File: config.mk
export PLATFORM = sky130hd
export DESIGN_NAME = cache_ctrl
export DESIGN_NICKNAME = d
export VERILOG_FILES = /design/src/rtl/cache_pkg.sv /design/src/rtl/cache_array.sv /design/src/rtl/cache_ctrl.sv
export SDC_FILE = /design/constraint.sdc
export NUM_CORES = 1
export LEC_CHECK = 0
export CAP_MARGIN = 25
export CORE_ASPECT_RATIO = 2
export CORE_UTILIZATION = 58
export DETAILED_ROUTE_END_ITERATION = 12
export DONT_BUFFER_PORTS = 1
export GPL_TIMING_DRIVEN = 0
export PLACE_DENSITY = 0.76
export SLEW_MARGIN = 15
export SYNTH_ARGS = -nofsm -noshare
export SYNTH_HDL_FRONTEND = slang
export SYNTH_SLANG_ARGS = --single-unit
File: constraint.sdc
create_clock -name clk -period 3.1 [get_ports clk]
set_input_delay 0.31 -clock clk [delete_from_list [all_inputs] [get_ports clk]]
set_output_delay 0.31 -clock clk [all_outputs]
set_load 0.02 [all_outputs]
File: src/rtl/cache_pkg.sv
// cache_pkg: shared widths, default geometry/latency and controller state encoding
package cache_pkg;
  localparam int AW = 8;
  localparam int DW = 8;
  localparam int LINES_DEF = 16;
  localparam int MM_LAT_DEF = 2;
  typedef enum logic [1:0] {IDLE, MEMRD, MEMWR, RESP} state_t;
endpackage

File: src/rtl/cache_array.sv
// cache_array: direct-mapped tag/valid/data store; async read port (rd_idx/rd_tag -> hit/rd_data), one write port (we/wr_*), valid cleared on reset
module cache_array
  import cache_pkg::*;
#(
  parameter int LINES = LINES_DEF,
  localparam int IW = $clog2(LINES),
  localparam int TW = AW - IW
) (
  input  logic          clk,
  input  logic          reset,
  input  logic [IW-1:0] rd_idx,
  input  logic [TW-1:0] rd_tag,
  output logic          hit,
  output logic [DW-1:0] rd_data,
  input  logic          we,
  input  logic [IW-1:0] wr_idx,
  input  logic [TW-1:0] wr_tag,
  input  logic [DW-1:0] wr_data
);
  logic [LINES-1:0] valid_q, valid_d;
  logic [TW-1:0] tag_q [LINES];
  logic [TW-1:0] tag_d [LINES];
  logic [DW-1:0] data_q [LINES];
  logic [DW-1:0] data_d [LINES];
  assign hit = valid_q[rd_idx] && (tag_q[rd_idx] == rd_tag);
  assign rd_data = data_q[rd_idx];
  always_comb begin
    valid_d = valid_q;
    tag_d = tag_q;
    data_d = data_q;
    if (we) begin
      valid_d[wr_idx] = 1'b1;
      tag_d[wr_idx] = wr_tag;
      data_d[wr_idx] = wr_data;
    end
  end
  always_ff @(posedge clk) begin
    if (reset) begin
      valid_q <= '0;
      tag_q <= '{default: '0};
      data_q <= '{default: '0};
    end else begin
      valid_q <= valid_d;
      tag_q <= tag_d;
      data_q <= data_d;
    end
  end
endmodule

File: src/rtl/cache_ctrl.sv
// cache_ctrl: write-through, no-write-allocate direct-mapped cache controller; CPU side (CPURead/CPUWrite/CPUAddr/CPUDataIn -> CPUDataOut/Done), memory side (MMRead/MMWrite/ABUS/CachetoMem <- MemtoCache)
module cache_ctrl
  import cache_pkg::*;
#(
  parameter int MM_LAT = MM_LAT_DEF,
  parameter int LINES = LINES_DEF
) (
  input  logic          clk,
  input  logic          reset,
  input  logic          CPURead,
  input  logic          CPUWrite,
  input  logic [AW-1:0] CPUAddr,
  input  logic [DW-1:0] CPUDataIn,
  output logic [DW-1:0] CPUDataOut,
  output logic          Done,
  output logic          MMRead,
  output logic          MMWrite,
  output logic [AW-1:0] ABUS,
  output logic [DW-1:0] CachetoMem,
  input  logic [DW-1:0] MemtoCache
);
  localparam int IW = $clog2(LINES);
  localparam int CW = MM_LAT > 1 ? $clog2(MM_LAT) : 1;
  localparam logic [CW-1:0] LAST = CW'(MM_LAT - 1);
  state_t state_q, state_d;
  logic [CW-1:0] cnt_q, cnt_d;
  logic done_q, done_d, mmrd_q, mmrd_d, mmwr_q, mmwr_d;
  logic [AW-1:0] abus_q, abus_d;
  logic [DW-1:0] c2m_q, c2m_d, dout_q, dout_d;
  logic hit, arr_we;
  logic [DW-1:0] rd_data, arr_wdata;
  cache_array #(.LINES(LINES)) u_array (
    .clk     (clk),
    .reset   (reset),
    .rd_idx  (CPUAddr[IW-1:0]),
    .rd_tag  (CPUAddr[AW-1:IW]),
    .hit     (hit),
    .rd_data (rd_data),
    .we      (arr_we),
    .wr_idx  (CPUAddr[IW-1:0]),
    .wr_tag  (CPUAddr[AW-1:IW]),
    .wr_data (arr_wdata)
  );
  always_comb begin
    state_d = state_q;
    cnt_d = cnt_q;
    done_d = 1'b0;
    mmrd_d = 1'b0;
    mmwr_d = 1'b0;
    abus_d = abus_q;
    c2m_d = c2m_q;
    dout_d = dout_q;
    arr_we = 1'b0;
    arr_wdata = CPUDataIn;
    case (state_q)
      IDLE: begin
        if (CPUWrite) begin
          state_d = MEMWR;
          mmwr_d = 1'b1;
          abus_d = CPUAddr;
          c2m_d = CPUDataIn;
          cnt_d = '0;
          arr_we = hit;
        end else if (CPURead && hit) begin
          state_d = RESP;
          done_d = 1'b1;
          dout_d = rd_data;
        end else if (CPURead) begin
          state_d = MEMRD;
          mmrd_d = 1'b1;
          abus_d = CPUAddr;
          cnt_d = '0;
        end
      end
      MEMRD: begin
        if (cnt_q == LAST) begin
          state_d = RESP;
          done_d = 1'b1;
          dout_d = MemtoCache;
          arr_we = 1'b1;
          arr_wdata = MemtoCache;
        end else begin
          mmrd_d = 1'b1;
          cnt_d = cnt_q + 1'b1;
        end
      end
      MEMWR: begin
        if (cnt_q == LAST) begin
          state_d = RESP;
          done_d = 1'b1;
        end else begin
          mmwr_d = 1'b1;
          cnt_d = cnt_q + 1'b1;
        end
      end
      RESP: state_d = IDLE;
    endcase
  end
  always_ff @(posedge clk) begin
    if (reset) begin
      state_q <= IDLE;
      cnt_q <= '0;
      done_q <= 1'b0;
      mmrd_q <= 1'b0;
      mmwr_q <= 1'b0;
      abus_q <= '0;
      c2m_q <= '0;
      dout_q <= '0;
    end else begin
      state_q <= state_d;
      cnt_q <= cnt_d;
      done_q <= done_d;
      mmrd_q <= mmrd_d;
      mmwr_q <= mmwr_d;
      abus_q <= abus_d;
      c2m_q <= c2m_d;
      dout_q <= dout_d;
    end
  end
  assign Done = done_q;
  assign MMRead = mmrd_q;
  assign MMWrite = mmwr_q;
  assign ABUS = abus_q;
  assign CachetoMem = c2m_q;
  assign CPUDataOut = dout_q;
endmodule

# Word-level counts from Yosys, hierarchy flattened
# Cells that the tools add are included.
# W data, S select, Z words.
# word_totals
regBits,238
word_cells,122
input_bits,28
# op_classes
n_addsub,1
reduce_logical,14
bitwise_logic,2
n_eq_ne,12
order_cmp,4
muxes,48
# ops
op,n
$bwmux W128,1
$mux W8,11
$bwmux W64,1
$bmux W8 S4,1
$demux W8 S4,1
$bmux W4 S4,1
$demux W4 S4,1
$or A16 B16 Y16,1
$pmux W8 S2,1
$mux W1,15
$mux W4,3
$pmux W1 S2,5
$mux W2,4
$ne A2 B2 Y1 const B,4
$ne A3 B3 Y1 const B,2
$pmux W2 S3,1
$reduce_and A3 Y1,2
$reduce_bool A2 Y1,3
$ge A5 B5 Y1 const B,1
$lt A4 B5 Y1 const B,1
$lt A5 B1 Y1 const B,1
$not A4 Y5,1
$bmux W1 S4,1
$demux W1 S4,1
other kinds (12),17

# Depth between registers and ports, before layout
# Gate-level depths: netlist (run 1).
# depth
ltp_word,10
mapped_depth,12
ltp_nobuf,7

# Hierarchy
# From an unflattened synthesis (run 1), not the netlist that was laid out.
# hier_totals
cells_unflattened,1198
area_unflattened_um2,10398.7
# modules_own_cells
mod,cells_each,instances,seq_area_each_um2,area_per_inst_um2
cache_array,1046,1,4164.0,8973.6
cache_ctrl,152,1,600.6,1425.1

# Least setup slack after synthesis (run 1)
# OpenSTA, ideal clock, no wires.
# synth_timing
path_kind,input-to-reg
startpoint,input CPUAddr[3]
endpoint,register u_array.data_q[121] in the netlist's numbering
path_slack_ps,-36
arrival_time_ps,3004
n_path_buf,4
required_ps,2968
path_stages,11
cell_sequence,buf_4 buf_2 mux4_2 mux4_2 xnor2_1 o211ai_2 o41ai_4 buf_6 nand3_4 buf_6 mux2i_1
# synth_via
elab_chain_len,8
elab_cells_between_ends,16
classes_between,order compare (2); eq/ne (1); mux (10); bitwise (1); reduce/logical (2)
# synth_lines
item,line_no,rtl
"start, declared",cache_ctrl.sv:12,"input logic [AW-1:0] CPUAddr,"
$not A4 Y5 (not written as such),"cache_array.sv:25, cache_array.sv:34",
$bmux W4 S4,cache_array.sv:25,assign hit = valid_q[rd_idx] && (tag_q[rd_idx] == rd_tag);
$mux W4 (not written as such) (2 in a row),cache_array.sv:25,
$eq A4 B4 Y1,cache_array.sv:25,
$logic_and A1 B1 Y1,cache_array.sv:25,
$mux W1,cache_ctrl.sv:57,if (CPUWrite) begin
$pmux W1 S2,cache_ctrl.sv:55,case (state_q)
"end signal, assigned",cache_array.sv:45,data_q <= data_d;
"end, declared",cache_array.sv:23,logic [DW-1:0] data_q [LINES];
# Several ways; a longest one is shown, not always the timed one. The select of a mux whose other input is x is not followed.
# A chain may end at the register's enable or synchronous reset.

# Worst setup path after layout (run 1)
# layout_timing
startpoint,register u_array.tag_q[26] in the netlist's numbering
endpoint,register u_array.data_q[20] in the netlist's numbering
# layout_via
elab_chain_len,7
# layout_lines
item,line_no,rtl
"start, declared",cache_array.sv:21,logic [TW-1:0] tag_q [LINES];
"start signal, assigned",cache_array.sv:44,tag_q <= tag_d;
$bmux W4 S4,cache_array.sv:25,
$mux W4 (not written as such) (2 in a row),cache_array.sv:25,
$eq A4 B4 Y1,cache_array.sv:25,
$logic_and A1 B1 Y1,cache_array.sv:25,
$mux W1,cache_ctrl.sv:57,
$pmux W1 S2,cache_ctrl.sv:55,
# No other way between the ends. The select of a mux whose other input is x is not followed.

==> flow_summary.json, run 1 <==
{
  "synthMuxAreaShare_pct": 31.0,
  "min_to": "MMRead",
  "pin_count": 55,
  "hold_class": "in2reg",
  "min_from": "CPUWrite",
  "cp-start-kind": "flop",
  "status": "finished, violations left",
  "syn-cell-area_um2": 11100,
  "grt_antenna_before_repair": 0,
  "register_area_um2": 4770,
  "num-fill-cells": 1416,
  "fin_crit_ns": 3.18,
  "cts.sinks": 238,
  "rsz0062_at_grt": "yes",
  "synth_top_family_by_area": "multiplexers",
  "cp.arrival_ns": 3.54,
  "synth_xor_area_share_pct": 0.236,
  "gp_congestion": 0.853,
  "syn_to_final_growth_pct": 16.1,
  "multi_input_area_um2": 5940,
  "worst_slack_ns": -0.0778,
  "grt-ovfl-total": 0,
  "final_common_cell": "dfxtp_1",
  "dp_hpwl_um": 22500,
  "die_x_um": 99.9,
  "grt_pass1_wl_um": 47400,
  "end_kind": "flop",
  "clock_latency_ns": 0.53,
  "post-route-period-util_pct": 103,
  "numPortBuffers": 0,
  "violations": "setup timing",
  "ys_warn_count": 0,
  "path_clk_slew_ns": 0.07,
  "finalHoldViolCount": 0,
  "vias": 8061,
  "nNetsFinal": 1083,
  "place_inst": 1245,
  "diodes": 0,
  "wl_per_cell_um": 25.0,
  "r2r_slack_ns": -0.08,
  "die-height_um": 198,
  "worstPathRequired_ns": 3.46,
  "synth_edf_count": 0,
  "synth-seq-cells": 238,
  "synth.net_count": 1021,
  "design.die.area_um2": 19800,
  "drc": 0,
  "worst_ir_drop_vdd_mv": 0.448,
  "r2r_end": "u_array.data_q[20]",
  "grt_pass1_vias": 8162,
  "cts_tree": "yes",
  "setup_viol": 132,
  "synthAdderAreaFrac_pct": 0.450,
  "p_leak_nw": 5.83,
  "fin_hold_ws_ns": 0.0524,
  "rr_worst_depth": 9,
  "crit_fanout": 10,
  "initial_utilization_pct": 59.0,
  "slew_violations": 0,
  "cts.path.max_buffers": 3,
  "r2r_start": "u_array.tag_q[26]",
  "synthArstFlopShare_pct": 0,
  "synthFlopType": "dfxtp_1",
  "yosysUniqueCellTypes": 46,
  "drive_above_1_share_pct": 17.9,
  "fmax_ghz": 0.315,
  "power_density_nw_per_um2": 539,
  "root_buffer": "clkbuf_16",
  "crit_type": "reg2reg",
  "synthCells": 989,
  "detail-route-antenna-nets": 0,
  "numCtsBuffers": 22,
  "final_cell_mix": "237 x dfxtp_1, 204 x mux2i_1, 200 x nand2b_1, 62 x mux4_2, 53 x clkbuf_1",
  "maxSlewHeadroom_pct": 32.9,
  "yosys.area_share.simple_pct": 16.7,
  "grt_usage_pct": 32.6,
  "whs_path_depth": 3,
  "tightest_slew_ns": 1.01,
  "syn_avg_cell_area_um2": 11.2,
  "drt_first_iter_violations": 533,
  "placed_area_um2": 11500,
  "grt_max_degree": 16,
  "fin_worst_skew_ns": 0.0233,
  "synth-compound-area-share_pct": 4.11,
  "power_w": 0.00696,
  "routed_wl_um": 33000,
  "instances_no_fill": 1322,
  "core-area_um2": 18800,
  "yosysSeqAreaShare_pct": 42.9,
  "via_per_inst": 6.10,
  "rows": 71,
  "htreeDepth": 1,
  "drt-pass1-iter-count": 7,
  "final_area_um2": 12900,
  "cap_violations": 0
}
==> Yosys cell counts (2+ instances only) <==
cell type / count / area share (%)
nand3b_1: 5 / 0.34
nor3_1: 12 / 0.54
a211oi_1: 8 / 0.54
o22ai_1: 9 / 0.51
xor2_1: 2 / 0.16
buf_6: 9 / 0.91
nand2_1: 37 / 1.2
mux2i_1: 204 / 18
nand2b_1: 200 / 11
clkbuf_1: 51 / 1.7
nor4_1: 2 / 0.11
ha_1: 4 / 0.45
nor2_1: 9 / 0.30
a21o_1: 8 / 0.54
buf_4: 3 / 0.20
o31ai_1: 2 / 0.14
and2_1: 3 / 0.17
nand3_2: 2 / 0.18
a21oi_1: 28 / 1.3
buf_1: 14 / 0.47
o21ai_0: 4 / 0.18
mux4_2: 62 / 13
nor2b_1: 6 / 0.34
nand3_4: 8 / 1.3
nand3_1: 3 / 0.14
dfxtp_1: 238 / 43
inv_1: 20 / 0.68
buf_2: 15 / 0.68
nand4_2: 4 / 0.45
==> layer usage <==
metal	global-route usage [%]	part of all wire, %
met3	4.09	4.7
met4	29.4	10
met1	31.1	33
met5	0	0
met2	59.6	52
==> final cells by class <==
cell class,count,share of cell area (%)
flip-flops and latches,238,36.9
clock inverters,7,0.388
repair buffers,38,3.89
multi-input cells,639,46.0
clock buffers,33,5.06
well taps,255,2.47
plain buffers,92,4.73
inverters,20,0.581
==> repair_timing <==
item,CTS,global route
pin swaps,1,5
hold buffers,9,0
resized for setup,36,41
gates cloned,1,10
endpoints found under the setup margin,216,172
setup buffers,6,11
endpoints found under the hold margin,9,0
==> worst max-delay path by stage <==
stage                            from                   to  slack, ns  depth (start not counted)
floorplan                  CPUAddr[1]  u_array.data_q[121]      0.005                         10
global placement           CPUAddr[1]    u_array.data_q[3]      -0.97                         10
detailed placement         CPUAddr[0]    u_array.data_q[5]      -0.98                         10
CTS                  u_array.tag_q[2]   u_array.data_q[20]      -0.05                          9
global route         u_array.tag_q[2]    u_array.tag_q[47]      -0.11                         10
finish              u_array.tag_q[26]   u_array.data_q[20]      -0.08                          9
==> logic make-up (layout without fill, tap and decap cells) <==
group	after synthesis	in the layout
adders and majority gates	4	4
AOI/OAI and AO/OA	69	69
xor gates and xnor gates	3	3
and+or+nand+nor	296	296
DFF	238	238
buffers and inverters	112	190
muxes	267	267
==> where the power goes <==
part | internal, W | switching [W] | leakage (nW) | total (W)
clock | 0.00147 | 0.00123 | 0.350 | 0.00270
combinational | 0.000367 | 0.000617 | 3.56 | 0.000983
sequential | 0.00314 | 0.000135 | 1.92 | 0.00327
total | 0.00498 | 0.00199 | 5.83 | 0.00696
==> critical path, cell delays in order, from the launching register on <==
cell	delay, ns
dfxtp_1	0.34
mux4_2	0.48
mux4_2	0.50
xnor2_2	0.22
o211ai_4	0.17
o41ai_4	0.42
buf_12	0.19
nand4_2	0.24
buf_6	0.30
mux2i_1	0.14
==> sequential cells by signal, summed over array words and instances (netlist names), 2 cells and up <==
name	flops
u_array.data_q	128
state_q	2
u_array.valid_q	16
ABUS	8
CPUDataOut	8
CachetoMem	8
u_array.tag_q	64
==> metrics by stage <==
stage	util, %	worst slack (ns)	setup TNS, ns
after floorplan	-	0.00505	0
after global placement	60.7	-0.965	-154.74
after detailed placement	60.8	-0.976	-155.71
after CTS	66.2	-0.0475	-0.507
after global routing	68.6	-0.110	-9.31
final	68.6	-0.0778	-5.02
Note: power is estimated with default switching activity, not from simulation.
==> run 2: changes to the inputs <==
--- a/config.mk
+++ b/config.mk
@@ -8,4 +8,6 @@
 export CAP_MARGIN = 25
+export CELL_PAD_IN_SITES_DETAIL_PLACEMENT = 2
+export CELL_PAD_IN_SITES_GLOBAL_PLACEMENT = 2
 export CORE_ASPECT_RATIO = 2
-export CORE_UTILIZATION = 58
+export CORE_UTILIZATION = 36
 export DETAILED_ROUTE_END_ITERATION = 12
@@ -13,3 +15,3 @@
 export GPL_TIMING_DRIVEN = 0
-export PLACE_DENSITY = 0.76
+export PLACE_DENSITY_LB_ADDON = 0.1
 export SLEW_MARGIN = 15
@@ -17,2 +19,3 @@
 export SYNTH_HDL_FRONTEND = slang
+export SYNTH_HIERARCHICAL = 1
 export SYNTH_SLANG_ARGS = --single-unit
==> constraint.sdc (replaced) <==
create_clock -name clk -period 3.1 [get_ports clk]
set_input_delay 0.62 -clock clk [delete_from_list [all_inputs] [get_ports clk]]
set_output_delay 0.62 -clock clk [all_outputs]
set_load 0.02 [all_outputs]
==> flow_summary.json, run 2 <==
{
  "synth_edf_count": 0,
  "reg_top3": "u_array/data_q: 128 flops, u_array/tag_q: 64 flops, u_array/valid_q: 16 flops",
  "root_buffer": "clkbuf_16",
  "cts_tree": "yes",
  "drt-pass1-iter-count": 5,
  "grt_antenna_before_repair": 2,
  "crit_chain": "buf_12 -> buf_4 -> mux4_4 -> mux2i_1 -> mux2_4 -> o22ai_2 -> nor4_4 -> nand3_2 -> o21ai_4 -> nor2b_4 -> nand2_4 -> nor3_4 -> buf_6 -> buf_12 -> nand2_1 -> a21oi_1",
  "synth_common_cells": "415 x nand2_1, 238 x dfxtp_1, 205 x a21oi_1",
  "final_common_cell": "nand2_1",
  "via_per_inst": 6.14,
  "nNetsFinal": 1348,
  "drive_above_1_share_pct": 38.2,
  "place_inst": 1554,
  "power_density_nw_per_um2": 506,
  "synth_most_common_cell": "nand2_1",
  "grt_pass1_wl_um": 66800,
  "setup_viol": 224,
  "cp.arrival_ns": 3.98,
  "hold_class": "in2reg",
  "drt_first_iter_violations": 613,
  "syn-cell-area_um2": 10400,
  "synthFlopType": "dfxtp_1",
  "register_area_um2": 4760,
  "grt_max_degree": 14,
  "crit_fanout": 7,
  "clock_latency_ns": 0.56,
  "num-fill-cells": 2821,
  "regMostFlops": "u_array/data_q",
  "cp-start-kind": "input port",
  "synth-seq-cells": 238,
  "fin_worst_skew_ns": 0.0287,
  "grt_pass1_vias": 10600,
  "cp_top_family": "simple AND/OR/NAND/NOR gates",
  "vias": 10400,
  "wl_per_cell_um": 35.0,
  "synthCells": 1198,
  "rsz0062_at_grt": "yes",
  "worst_slack_ns": -0.443,
  "crit_buf_inv": 4,
  "cpMostUsedCell": "buf_12",
  "cap_violations": 0,
  "fmax_ghz": 0.282,
  "die-height_um": 242,
  "numPortBuffers": 0,
  "syn_avg_cell_area_um2": 8.68,
  "fin_crit_ns": 3.54,
  "post-route-period-util_pct": 114,
  "syn_to_final_growth_pct": 42.3,
  "worst_ir_drop_vdd_mv": 0.466,
  "path_clk_slew_ns": 0.07,
  "cts.path.max_buffers": 3,
  "ys_top_cells_by_area": "dfxtp_1 46%, nand2_1 15%, mux4_2 11%",
  "max_stage_delay_ns": 0.64,
  "worstPathRequired_ns": 3.54,
  "grt_usage_pct": 31.8,
  "instances_no_fill": 1687,
  "violations": "setup timing",
  "detail-route-antenna-nets": 0,
  "core-area_um2": 28300,
  "design.die.area_um2": 29600,
  "rows": 87,
  "synthArstFlopShare_pct": 0,
  "slowest_stage": "mux4_4",
  "dp_slack_ns": -1.34,
  "gp_congestion": 0.810,
  "end_kind": "flop",
  "yosysUniqueCellTypes": 40,
  "cts.sinks": 238,
  "final_cell_mix": "282 x nand2_1, 238 x dfxtp_1, 117 x a21oi_1, 88 x a21oi_2, 81 x nand2_4",
  "grt-ovfl-total": 0,
  "status": "finished, violations left",
  "tightest_slew_ns": 1.30,
  "initial_utilization_pct": 36.7,
  "drc": 0,
  "routed_wl_um": 59100,
  "multi_input_area_um2": 6610,
  "ys_warn_count": 6,
  "maxSlewHeadroom_pct": 13.5,
  "yosysSeqAreaShare_pct": 45.8,
  "yosysTopAreaCell": "dfxtp_1",
  "slew_violations": 0,
  "largest_reg_flops": 128,
  "pin_count": 55,
  "finalHoldViolCount": 0,
  "synth.net_count": 1232,
  "synth.top_cell.area_share_pct": 45.8,
  "p_leak_nw": 5.10,
  "crit_type": "in2reg",
  "htreeDepth": 1,
  "numCtsBuffers": 24,
  "die_x_um": 122,
  "dp_hpwl_um": 31100
}
-- run 2: cell types whose count changed in the layout (fill, tap and decap cells not counted), sizes merged, moves of 54 or more --
cell / previous run / this run
nand2b: 200 / 3
nor2: 9 / 63
buf: 59 / 125
mux2i: 204 / 28
nand2: 37 / 415
a21oi: 28 / 205
-- run 2: repair_timing --
action / CTS / global route
hold buffers: 0 / 0
setup buffers: 27 / 42
resized for setup: 152 / 365
pin swaps: 46 / 114
cloned: 12 / 9
setup endpoints to repair: 224 / 224
hold endpoints to repair: 0 / 0
-- run 2: cells by family (layout without fill, tap and decap cells) --
family | Yosys count | after routing | synth area share [%]
buf+inv | 110 | 241 | 5.17
flops | 238 | 238 | 45.8
simple gates | 518 | 518 | 19.6
other cells | 0 | 2 | 0
mux | 98 | 98 | 17.1
compound gates | 225 | 225 | 11.3
xor+xnor | 3 | 3 | 0.253
fa+ha+maj | 6 | 6 | 0.722
-- run 2: layout make-up --
cell class	instances	area share, %
multi-input combinational	850	44.6
clock inverter	5	0.364
timing repair buffer	90	7.94
tap	356	3.01
buffer	107	6.92
inverter	3	0.0761
sequential	238	32.2
antenna	2	0.0338
clock buffer	36	4.84
-- run 2: worst paths after layout --
kind | slack (ns) | cells after the start | end | from
worst max register to register | -0.43 | 14 | u_array/data_q[108] | u_array/tag_q[36]
worst min register to register | 0.46 | 2 | u_array/data_q[27] | u_array/data_q[27]
worst max-delay path | -0.44 | 16 | u_array/data_q[108] | CPUAddr[0]
worst min-delay path | 0.22 | 2 | CachetoMem[0] | CPUDataIn[0]
-- run 2: through the flow --
step           power [W]  hold slack, ns  instance area [um^2]  setup TNS (ns)  utilization (%)
6_report         0.00749           0.217                 14800          -54.80             52.3
5_1_grt          0.00768           0.224                 14800          -62.60             52.3
4_1_cts          0.00730           0.208                 12900           -7.06             45.6
3_5_place_dp     0.00430           0.447                 11100         -245.36             39.2
3_3_place_gp     0.00427           0.439                 11100         -232.82             39.2
2_1_floorplan    0.00400           0.428                 10700          -21.15                -
-- run 2: worst reg2reg max path, stage by stage, from the launching register on --
cell	delay, ns
dfxtp_1	0.35
mux4_4	0.62
mux2i_1	0.25
mux2_4	0.20
o22ai_2	0.12
nor4_4	0.31
nand3_2	0.17
o21ai_4	0.16
nor2b_4	0.27
nand2_4	0.12
nor3_4	0.19
buf_6	0.18
buf_12	0.16
nand2_1	0.08
a21oi_1	0.24
-- run 2: report_power, final --
part           switching (W)  internal [W]  total [W]
Sequential          0.000199       0.00317    0.00336
Clock                0.00134       0.00167    0.00301
Combinational       0.000750      0.000366    0.00112
Total                0.00229       0.00521    0.00749
-- run 2: routing by layer --
layer	GRT usage, %	vias up	share of wire, %
met3	4.35	326	5.1
li1	-	4285	-
met1	29.3	5255	31
met5	0	-	0.025
met2	61.7	490	51
met4	21.6	2	12
==> run 3: changes to the inputs <==
- CTS_CLUSTER_SIZE: default -> 8
- TNS_END_PERCENT: default -> 5
==> flow_summary.json, run 3 (synthesis gave the netlist of run 2 again) <==
{
  "status": "finished, violations left",
  "violations": "setup timing",
  "numCtsBuffers": 35,
  "diodes": 0,
  "worst_ir_drop_vdd_mv": 0.457,
  "slew_violations": 0,
  "tns_ns": -47.73,
  "worstPathRequired_ns": 3.54,
  "wl_per_cell_um": 27.7,
  "finalHoldViolCount": 0,
  "rsz0062_at_grt": "yes",
  "vias": 9339,
  "via_per_inst": 5.78,
  "fin_crit_ns": 3.48,
  "detail-route-antenna-nets": 0,
  "core-area_um2": 28300,
  "cts.sinks": 238,
  "final_cell_mix": "410 x nand2_1, 238 x dfxtp_1, 181 x a21oi_1, 53 x mux4_2",
  "utilization_pct": 45.3,
  "hold_class": "in2reg",
  "post-route-period-util_pct": 112,
  "power_density_nw_per_um2": 610,
  "drc": 0,
  "cell_internal_pwr_w": 0.00561,
  "grt_usage_pct": 30.6,
  "clock_latency_ns": 0.53,
  "die-height_um": 242,
  "rows": 87,
  "end_kind": "flop",
  "drt-pass1-iter-count": 6,
  "syn_to_final_growth_pct": 23.3,
  "fmax_ghz": 0.287,
  "tightest_slew_ns": 1.04,
  "cp-start-kind": "input port",
  "r2r_slack_ns": -0.33,
  "drt_first_iter_violations": 263,
  "crit_type": "in2reg",
  "design.die.area_um2": 29600,
  "maxSlewHeadroom_pct": 30.6,
  "worst_slack_ns": -0.383,
  "p_leak_nw": 4.30,
  "grt_pass1_vias": 10400,
  "largest_reg_flops": 128,
  "p_sw_w": 0.00221,
  "pin_count": 55,
  "root_buffer": "clkbuf_16",
  "regMostFlops": "u_array/data_q",
  "grt_antenna_before_repair": 0,
  "cap_violations": 0,
  "fin_worst_skew_ns": 0.0252,
  "reg_top3": "u_array/data_q: 128 flops, u_array/tag_q: 64 flops, u_array/valid_q: 16 flops",
  "fin_hold_ws_ns": 0.221,
  "initial_utilization_pct": 36.7,
  "routed_wl_um": 44800,
  "die_x_um": 122,
  "final_common_cell": "nand2_1",
  "cp.arrival_ns": 3.93,
  "drive_above_1_share_pct": 20.1,
  "grt-ovfl-total": 0,
  "setup_viol": 210,
  "cts.path.max_buffers": 3,
  "crit_fanout": 7,
  "seqPwrFrac_pct": 43.1,
  "nNetsFinal": 1293,
  "pwr-share-comb_pct": 12.2,
  "path_clk_slew_ns": 0.05,
  "cts_tree": "yes",
  "grt_max_degree": 11,
  "grt_pass1_wl_um": 64400,
  "htreeDepth": 2,
  "dp_hpwl_um": 31800,
  "numPortBuffers": 0,
  "sw_frac_of_total_pct": 28.2,
  "gp_congestion": 0.824,
  "power_frac_clock_pct": 44.8
}
run 3: cell count changes in the layout (fill, tap and decap cells not counted), sizes merged:
cell	before	now
clkinv	4	0
buf	125	58
diode	2	0
clkbuf	108	111
bufinv	1	0
run 3: area by class of cell:
type,count,area (um^2)
well taps,356,445
inverters,3,11.3
clock buffers,38,940
flip-flops and latches,238,4760
repair buffers,24,269
fillers,3053,15500
plain buffers,107,870
multi-input cells,850,5530
run 3: repair_timing:
action	in CTS	in global routing
gates resized for setup	114	65
pin swaps	12	22
setup buffers	13	8
endpoints found under the setup margin	224	215
gates cloned	2	1
hold buffers	0	0
run 3: worst paths after layout:
path / cells past startpoint / start / end
hold / removal: 2 / CPUDataIn[7] / CachetoMem[7]
hold reg to reg: 2 / u_array/data_q[25] / u_array/data_q[25]
setup reg to reg: 14 / u_array/tag_q[32] / u_array/data_q[106]
setup / recovery: 16 / CPUAddr[0] / u_array/data_q[106]
run 3: worst max-delay path: stages:
cell,delay (ns)
buf_12,0.11
buf_8,0.11
mux4_4,0.63
mux2i_2,0.23
mux2_4,0.21
o22ai_4,0.08
nor4_4,0.40
nand3_2,0.16
o21ai_4,0.17
nor2b_4,0.32
nand2_4,0.11
nor3_4,0.23
buf_6,0.17
buf_6,0.14
nand2_1,0.08
a21oi_2,0.14
run 3: per-stage QoR:
step           instance area, um^2  setup slack, ns  power, W  std cells
5_1_grt                      12800           -0.445   0.00808       1616
3_5_place_dp                 11000            -1.64   0.00429       1554
2_1_floorplan                10500           -0.200   0.00400       1198
3_3_place_gp                 11000            -1.59   0.00426       1554
4_1_cts                      12500           -0.179   0.00785       1607
6_report                     12800           -0.383   0.00782       1616
run 3: power by group through the flow:
stage,sequential [W],combinational (W),clock [W]
5_1_grt,0.00339,0.00102,0.00368
4_1_cts,0.00337,0.000918,0.00357
2_1_floorplan,0.00339,0.000604,0
3_5_place_dp,0.00343,0.000860,0
3_3_place_gp,0.00343,0.000837,0
6_report,0.00337,0.000950,0.00350
run 3: layer usage:
metal / up-vias / wire (um) / GRT usage (%)
li1: 4138 / - / -
met1: 4762 / 14800 / 28.3
met2: 282 / 25300 / 60.4
met3: 157 / 1730 / 4.76
met4: 0 / 2970 / 17.1
met5: - / 0 / 0
